==> src/rtl/ext_int_pkg.sv <==
// ext_int_pkg
//   Shared constants and types for the external interrupt front-end
//   (ext_int_ctrl and its per-line synchroniser int_line_sync).
//   Optional build macro EXT_INT_DEBOUNCE_EN (see int_line_sync) changes
//   nothing in this package.
package ext_int_pkg;

  // Number of CP0 external request inputs (IP2..IP6).
  localparam int N_LINES_DEF = 5;

  // Enable register reset value: every line enabled.
  localparam logic [4:0] EN_RESET = 5'b11111;

  // Default synchroniser depth.
  localparam int SYNC_STAGES_DEF = 2;

  // Debounce stability length and the width of its counter.
  localparam int DEB_CYCLES_DEF = 4;
  localparam int DEB_W = 4;

  // Per-line mode as encoded in the EDGE_MASK parameter.
  typedef enum logic {
    MODE_LEVEL = 1'b0,
    MODE_EDGE  = 1'b1
  } line_mode_e;

  // Decode the mode of line idx from an EDGE_MASK-style vector.
  function automatic line_mode_e line_mode(input logic [31:0] mask, input int idx);
    return mask[idx] ? MODE_EDGE : MODE_LEVEL;
  endfunction

endpackage

==> src/rtl/int_line_sync.sv <==
// int_line_sync
//   One request line: SYNC_STAGES-deep synchroniser for an asynchronous
//   pin, optionally followed by a debounce filter.
//   Build macro: EXT_INT_DEBOUNCE_EN
//     defined   -> the synchronised value must differ from the filtered
//                  value for DEB_CYCLES consecutive cycles before the
//                  filtered value follows it; shorter pulses are dropped.
//     undefined -> the last synchroniser stage drives dout directly.
//   Ports:
//     clk  in  system clock
//     rst  in  asynchronous active-high reset
//     din  in  raw request pin (asynchronous to clk)
//     dout out synchronised (and optionally filtered) request
module int_line_sync
  import ext_int_pkg::*;
#(
  parameter int SYNC_STAGES = SYNC_STAGES_DEF,
  parameter int DEB_CYCLES  = DEB_CYCLES_DEF
) (
  input  logic clk,
  input  logic rst,
  input  logic din,
  output logic dout
);

  // Elaboration-time range check of the configuration.
  if (SYNC_STAGES < 2 || SYNC_STAGES > 4 || DEB_CYCLES < 2 || DEB_CYCLES > 15) begin : g_bad_cfg
    $error("int_line_sync: SYNC_STAGES must be 2..4 and DEB_CYCLES 2..15");
  end

  logic [SYNC_STAGES-1:0] sync_q;
  logic [SYNC_STAGES-1:0] sync_d;
  logic                   s;

  // Shift the pin in at bit 0; the oldest sample sits in the top bit.
  always_comb begin
    sync_d = {sync_q[SYNC_STAGES-2:0], din};
  end

  always_ff @(posedge clk or posedge rst) begin
    if (rst) begin
      sync_q <= '0;
    end else begin
      sync_q <= sync_d;
    end
  end

  assign s = sync_q[SYNC_STAGES-1];

`ifdef EXT_INT_DEBOUNCE_EN
  localparam logic [DEB_W-1:0] CNT_LAST = DEB_W'(DEB_CYCLES - 1);

  logic             filt_q;
  logic             filt_d;
  logic [DEB_W-1:0] cnt_q;
  logic [DEB_W-1:0] cnt_d;

  // Counter tracks how long s has disagreed with the filtered value.
  // Any agreement restarts it, so only an uninterrupted run of
  // DEB_CYCLES disagreeing samples moves the filtered value.
  always_comb begin
    filt_d = filt_q;
    cnt_d  = '0;
    if (s != filt_q) begin
      if (cnt_q == CNT_LAST) begin
        filt_d = s;
      end else begin
        cnt_d = cnt_q + 1'b1;
      end
    end
  end

  always_ff @(posedge clk or posedge rst) begin
    if (rst) begin
      filt_q <= 1'b0;
      cnt_q  <= '0;
    end else begin
      filt_q <= filt_d;
      cnt_q  <= cnt_d;
    end
  end

  assign dout = filt_q;
`else
  assign dout = s;
`endif

endmodule

==> src/rtl/ext_int_ctrl.sv <==
// ext_int_ctrl
//   External interrupt front-end feeding CP0's 5-bit int_ input
//   (IP2..IP6). Each line is synchronised (int_line_sync), then treated
//   as a rising-edge latched request or a level request according to
//   EDGE_MASK. Edge events are held in pending until software clears
//   them; an edge arriving while pending is still set raises missed.
//   int_out is the registered AND of pending and the enable register.
//   Build macro: EXT_INT_DEBOUNCE_EN (adds a debounce filter per line,
//   lengthening pin-to-int_out latency by DEB_CYCLES).
//   Ports:
//     clk          in  system clock
//     rst          in  asynchronous active-high reset
//     irq_in       in  raw device requests, asynchronous to clk
//     en_we        in  enable register write strobe
//     en_data      in  enable register write data
//     clr_we       in  write-1-to-clear strobe
//     clr_mask     in  pending/missed bits to clear
//     en_out       out enable register
//     pending_out  out pending register
//     missed_out   out lost-edge flags
//     int_out      out registered request to CP0
//   Register interface: en_we and clr_we are single-cycle strobes with no
//   handshake; the write takes effect on the clock edge where the strobe
//   is sampled high and the new value is visible on the outputs after it.
module ext_int_ctrl
  import ext_int_pkg::*;
#(
  parameter int                 N_LINES     = N_LINES_DEF,
  parameter int                 SYNC_STAGES = SYNC_STAGES_DEF,
  parameter logic [N_LINES-1:0] EDGE_MASK   = '1,
  parameter int                 DEB_CYCLES  = DEB_CYCLES_DEF
) (
  input  logic               clk,
  input  logic               rst,
  input  logic [N_LINES-1:0] irq_in,
  input  logic               en_we,
  input  logic [N_LINES-1:0] en_data,
  input  logic               clr_we,
  input  logic [N_LINES-1:0] clr_mask,
  output logic [N_LINES-1:0] en_out,
  output logic [N_LINES-1:0] pending_out,
  output logic [N_LINES-1:0] missed_out,
  output logic [N_LINES-1:0] int_out
);

  // CP0 has only five external inputs; narrower configurations leave the
  // upper CP0 bits tied to 0 at the integration level.
  if (N_LINES < 1 || N_LINES > 5) begin : g_bad_cfg
    $error("ext_int_ctrl: N_LINES must be 1..5");
  end

  logic [N_LINES-1:0] s_vec;
  logic [N_LINES-1:0] prev_q, prev_d;
  logic [N_LINES-1:0] pend_q, pend_d;
  logic [N_LINES-1:0] miss_q, miss_d;
  logic [N_LINES-1:0] en_q, en_d;
  logic [N_LINES-1:0] int_q, int_d;
  logic [N_LINES-1:0] rise;
  logic [N_LINES-1:0] clr;

  for (genvar gi = 0; gi < N_LINES; gi++) begin : g_line
    int_line_sync #(
      .SYNC_STAGES (SYNC_STAGES),
      .DEB_CYCLES  (DEB_CYCLES)
    ) u_sync (
      .clk  (clk),
      .rst  (rst),
      .din  (irq_in[gi]),
      .dout (s_vec[gi])
    );
  end

  always_comb begin
    clr    = clr_we ? clr_mask : '0;
    rise   = s_vec & ~prev_q;
    prev_d = s_vec;
    en_d   = en_we ? en_data : en_q;
    // Masking happens only here; pending keeps latching on disabled lines.
    int_d  = pend_q & en_q;
    pend_d = '0;
    miss_d = '0;
    for (int i = 0; i < N_LINES; i++) begin
      if (line_mode(32'(EDGE_MASK), i) == MODE_EDGE) begin
        // A rise in the same cycle as a clear wins: the new event is
        // kept and the stale missed flag is dropped.
        pend_d[i] = (pend_q[i] & ~clr[i]) | rise[i];
        miss_d[i] = (miss_q[i] & ~clr[i]) | (rise[i] & pend_q[i] & ~clr[i]);
      end else begin
        // Level lines mirror the device; software clears do not apply.
        pend_d[i] = s_vec[i];
        miss_d[i] = 1'b0;
      end
    end
  end

  // prev resets to 0, so a line held high through reset is seen as one
  // fresh rising edge after release rather than being lost.
  always_ff @(posedge clk or posedge rst) begin
    if (rst) begin
      prev_q <= '0;
      pend_q <= '0;
      miss_q <= '0;
      en_q   <= '1;
      int_q  <= '0;
    end else begin
      prev_q <= prev_d;
      pend_q <= pend_d;
      miss_q <= miss_d;
      en_q   <= en_d;
      int_q  <= int_d;
    end
  end

  assign en_out      = en_q;
  assign pending_out = pend_q;
  assign missed_out  = miss_q;
  assign int_out     = int_q;

endmodule
==> config.mk <==
export PLATFORM = sky130hd
export DESIGN_NAME = ext_int_ctrl
export DESIGN_NICKNAME = d
export VERILOG_FILES = /design/src/rtl/ext_int_pkg.sv /design/src/rtl/int_line_sync.sv /design/src/rtl/ext_int_ctrl.sv
export SDC_FILE = /design/constraint.sdc
export NUM_CORES = 1
export LEC_CHECK = 0
export CAP_MARGIN = 20
export CORE_MARGIN = 3
export CORE_UTILIZATION = 46
export CTS_CLUSTER_DIAMETER = 40
export DETAILED_ROUTE_END_ITERATION = 10
export GPL_ROUTABILITY_DRIVEN = 0
export MAX_ROUTING_LAYER = met4
export PLACE_DENSITY_LB_ADDON = 0.25
export SLEW_MARGIN = 25
export SYNTH_ARGS = -nofsm -noshare
export SYNTH_HDL_FRONTEND = slang
export SYNTH_SLANG_ARGS = --single-unit
==> constraint.sdc <==
create_clock -name clk -period 2.65 [get_ports clk]
set_clock_uncertainty 0.2 [all_clocks]
set_input_delay 0.53 -clock clk [delete_from_list [all_inputs] [get_ports clk]]
set_output_delay 0.53 -clock clk [all_outputs]
set_load 0.01 [all_outputs]
==> results.sh <==
export IMPL_outcome="complete, no violations"
export IMPL_met3_usage=0.0673
export IMPL_drt_iter0_markers=2
export IMPL_path_clk_slew_ns=0.10
export IMPL_end_kind="output port"
export IMPL_post_place_ws_ns=0.819
export IMPL_grt_pass1_vias=757
export IMPL_min_period_over_period=0.808
export IMPL_cts_buffer_depth=2
export IMPL_crit_start="en_out[4]"
export IMPL_maxCapViolCount=0
export IMPL_std_cell_rows=17
export IMPL_grt_usage=0.162
export IMPL_drc_errors=0
export IMPL_synth_net_count=90
export IMPL_fin_ws_ns=0.510
export IMPL_worstPathCellList="clkdlybuf4s50_1"
export IMPL_portBuffers=38
export IMPL_finalSetupTns_ns=0
export IMPL_n_antenna_cell=0
export IMPL_layout_drive_gt1_share=0.110
export IMPL_clock_root_buffer="clkbuf_4"
export IMPL_vias=701
export IMPL_cts_sinks=35
export IMPL_ir_drop_uv=609
export IMPL_globalRouteOverflowTotal=0
export IMPL_area_growth_pct=42.5
export IMPL_rsz0062_at_grt="false"
export IMPL_cp_top_family="flip-flops"
export IMPL_core_um2=2280
export IMPL_critPathArrivalTime_ns=1.41
export IMPL_synth_top_area_share=0.661
export IMPL_hold_viol=0
export IMPL_power_density_nw_per_um2=661
export IMPL_slowest_delay_ns=0.55
export IMPL_hpwl_um=1540
export IMPL_yosys_warnings=0
export IMPL_cts_setup_buffers=0
export IMPL_cp_start_kind="flip-flop"
export IMPL_yosys_top_cells_area="dfrtp_1 66%, dfstp_2 12%, mux2_1 5.0%, a22o_1 3.9%, and3b_1 3.9%"
export IMPL_synth_top_flop_cell="dfrtp_1"
export IMPL_via_per_inst=4.80
export IMPL_finalPower_w=0.00107
export IMPL_netlist_area_um2=1140
export IMPL_synth_most_common_cell="dfrtp_1"
export IMPL_synth_cells=71
export IMPL_pin_count=39
export IMPL_ys_top_cells_by_count="30 x dfrtp_1, 6 x inv_1"
export IMPL_yosysTopAreaCell="dfrtp_1"
export IMPL_postRouteAntennaNets=0
export IMPL_hp_start="g_line[4].u_sync.sync_q[0]"
export IMPL_finish_utilization=0.711
export IMPL_critPathBufInv=1
export IMPL_syn_area_per_cell_um2=16.0
export IMPL_synth_edf_count=0
export IMPL_max_freq_mhz=467
export IMPL_grt_pass1_wl_um=3620
export IMPL_synthSimpleGateAreaFrac=0.0826
export IMPL_grt_met1_usage=0.191
export IMPL_finalSetupViolCount=0
export IMPL_path_max_fanout=3
export IMPL_start_util=0.499
export IMPL_wl_per_cell_um=14.3
export IMPL_slew_viol_final=0
export IMPL_async_reset_ff_frac=1.00
export IMPL_synth_mux_area_frac=0.0496
export IMPL_dieWidth_um=55.7
export IMPL_design_area_um2=1620
export IMPL_fin_crit_ns=2.14
export IMPL_synth_seq_cells=35
export IMPL_yosys_cell_types_count=9
export IMPL_floorplan_die_area_um2=3100
export IMPL_cts_hold_fix_buffers=0
export IMPL_slew_headroom=0.720
export IMPL_cpMaxStageDelayCell="dfstp_2"
export IMPL_ys_seq_area_frac=0.776
export IMPL_synth_top_family_by_area="simple AND/OR/NAND/NOR gates"
export IMPL_antenna_found_initial=0
export IMPL_synth_adder_area_share=0
export IMPL_use_met2=0.243
export IMPL_timing_rr_start="pending_out[4]"
export IMPL_clk_latency_ns=0.32
export IMPL_synth_xor_area_frac=0
export IMPL_required_ns=1.92
export IMPL_hp_class="flip-flop to flip-flop"
export IMPL_worstMarginPinSlew_ns=0.420
export IMPL_place_area_um2=1560
export IMPL_synth_compound_area_frac=0.0716
export IMPL_grt_max_degree=36
export IMPL_nNetsFinal=136
export IMPL_htreeDepth=2
export IMPL_tritoncts="built"
export IMPL_worstSetupPathType="flip-flop to output port"
export IMPL_wl_um=2090
export IMPL_die_h_um=55.7
export IMPL_numCtsBuffers=5
export IMPL_busiest_layer="met2"
export IMPL_power_leakage_nw=0.744
export IMPL_drt_pre_antenna_iters=2
export IMPL_cts_repair_resized=0
export IMPL_fillerInstances=165
cell type report:
type                    instances  area [µm²]  area share
repair buffers                 39         388       0.240
flip-flops and latches         35         882       0.545
multi-input cells              30         231       0.143
clock inverters                 1        5.00     0.00309
inverters                       6        22.5      0.0139
well taps                      28        35.0      0.0216
clock buffers                   7        55.1      0.0340
worst paths after layout:
| check | cells after the start | slack, ns | end |
|---|---|---|---|
| worst min-delay path | 0 | 0.16 | g_line[4].u_sync.sync_q[1] |
| worst max register to register | 2 | 1.56 | missed_out[4] |
| worst min register to register | 0 | 0.16 | g_line[4].u_sync.sync_q[1] |
| min in group asynchronous | 3 | 0.40 | g_line[0].u_sync.sync_q[0] |
| worst max-delay path | 1 | 0.51 | en_out[4] |
| max in group asynchronous | 3 | 1.52 | en_out[1] |
registers in the layout (all words and copies together), names as in the netlist:
name                  count
en_out                    5
g_line.u_sync.sync_q     10
int_out                   5
missed_out                5
pending_out               5
prev_q                    5
logic make-up (layout without fill, tap and decap cells):
kind of cell,count (synthesis),after routing
flip-flops,35,35
multiplexers,5,5
buffers and inverters,6,53
AND/OR/NAND/NOR,15,15
AO/OA/AOI/OAI,10,10
per-layer routing:
| metal | vias to the layer above | part of all wire |
|---|---|---|
| li1 | 326 | - |
| met1 | 345 | 0.42 |
| met2 | 25 | 0.48 |
| met5 | - | 0 |
| met4 | 0 | 0.021 |
| met3 | 5 | 0.073 |
per-stage QoR:
step	hold WS, ns	cells
5_1_grt	0.169	146
4_1_cts	0.162	146
3_5_place_dp	0.137	138
3_3_place_gp	0.133	138
6_report	0.157	146
2_1_floorplan	0.131	71
report_power, final:
part | total [W] | leakage [nW] | internal [W] | switching (W)
clock | 0.000287 | 0.0353 | 0.000129 | 0.000158
combinational | 0.000170 | 0.298 | 0.000109 | 0.0000613
sequential | 0.000614 | 0.411 | 0.000586 | 0.0000272
total | 0.00107 | 0.744 | 0.000824 | 0.000247
cells in the final DEF (no fill, tap or decap):
cell / instances
buf_4: 1
nand2_1: 5
clkbuf_4: 5
inv_1: 6
clkinv_2: 1
dfstp_2: 5
and3b_1: 5
mux2_1: 5
a22o_1: 5
and2_1: 5
clkbuf_8: 1
dfrtp_1: 30
clkbuf_1: 1
o21a_1: 5
clkdlybuf4s50_1: 38
Power figures use the tool's default switching activity.
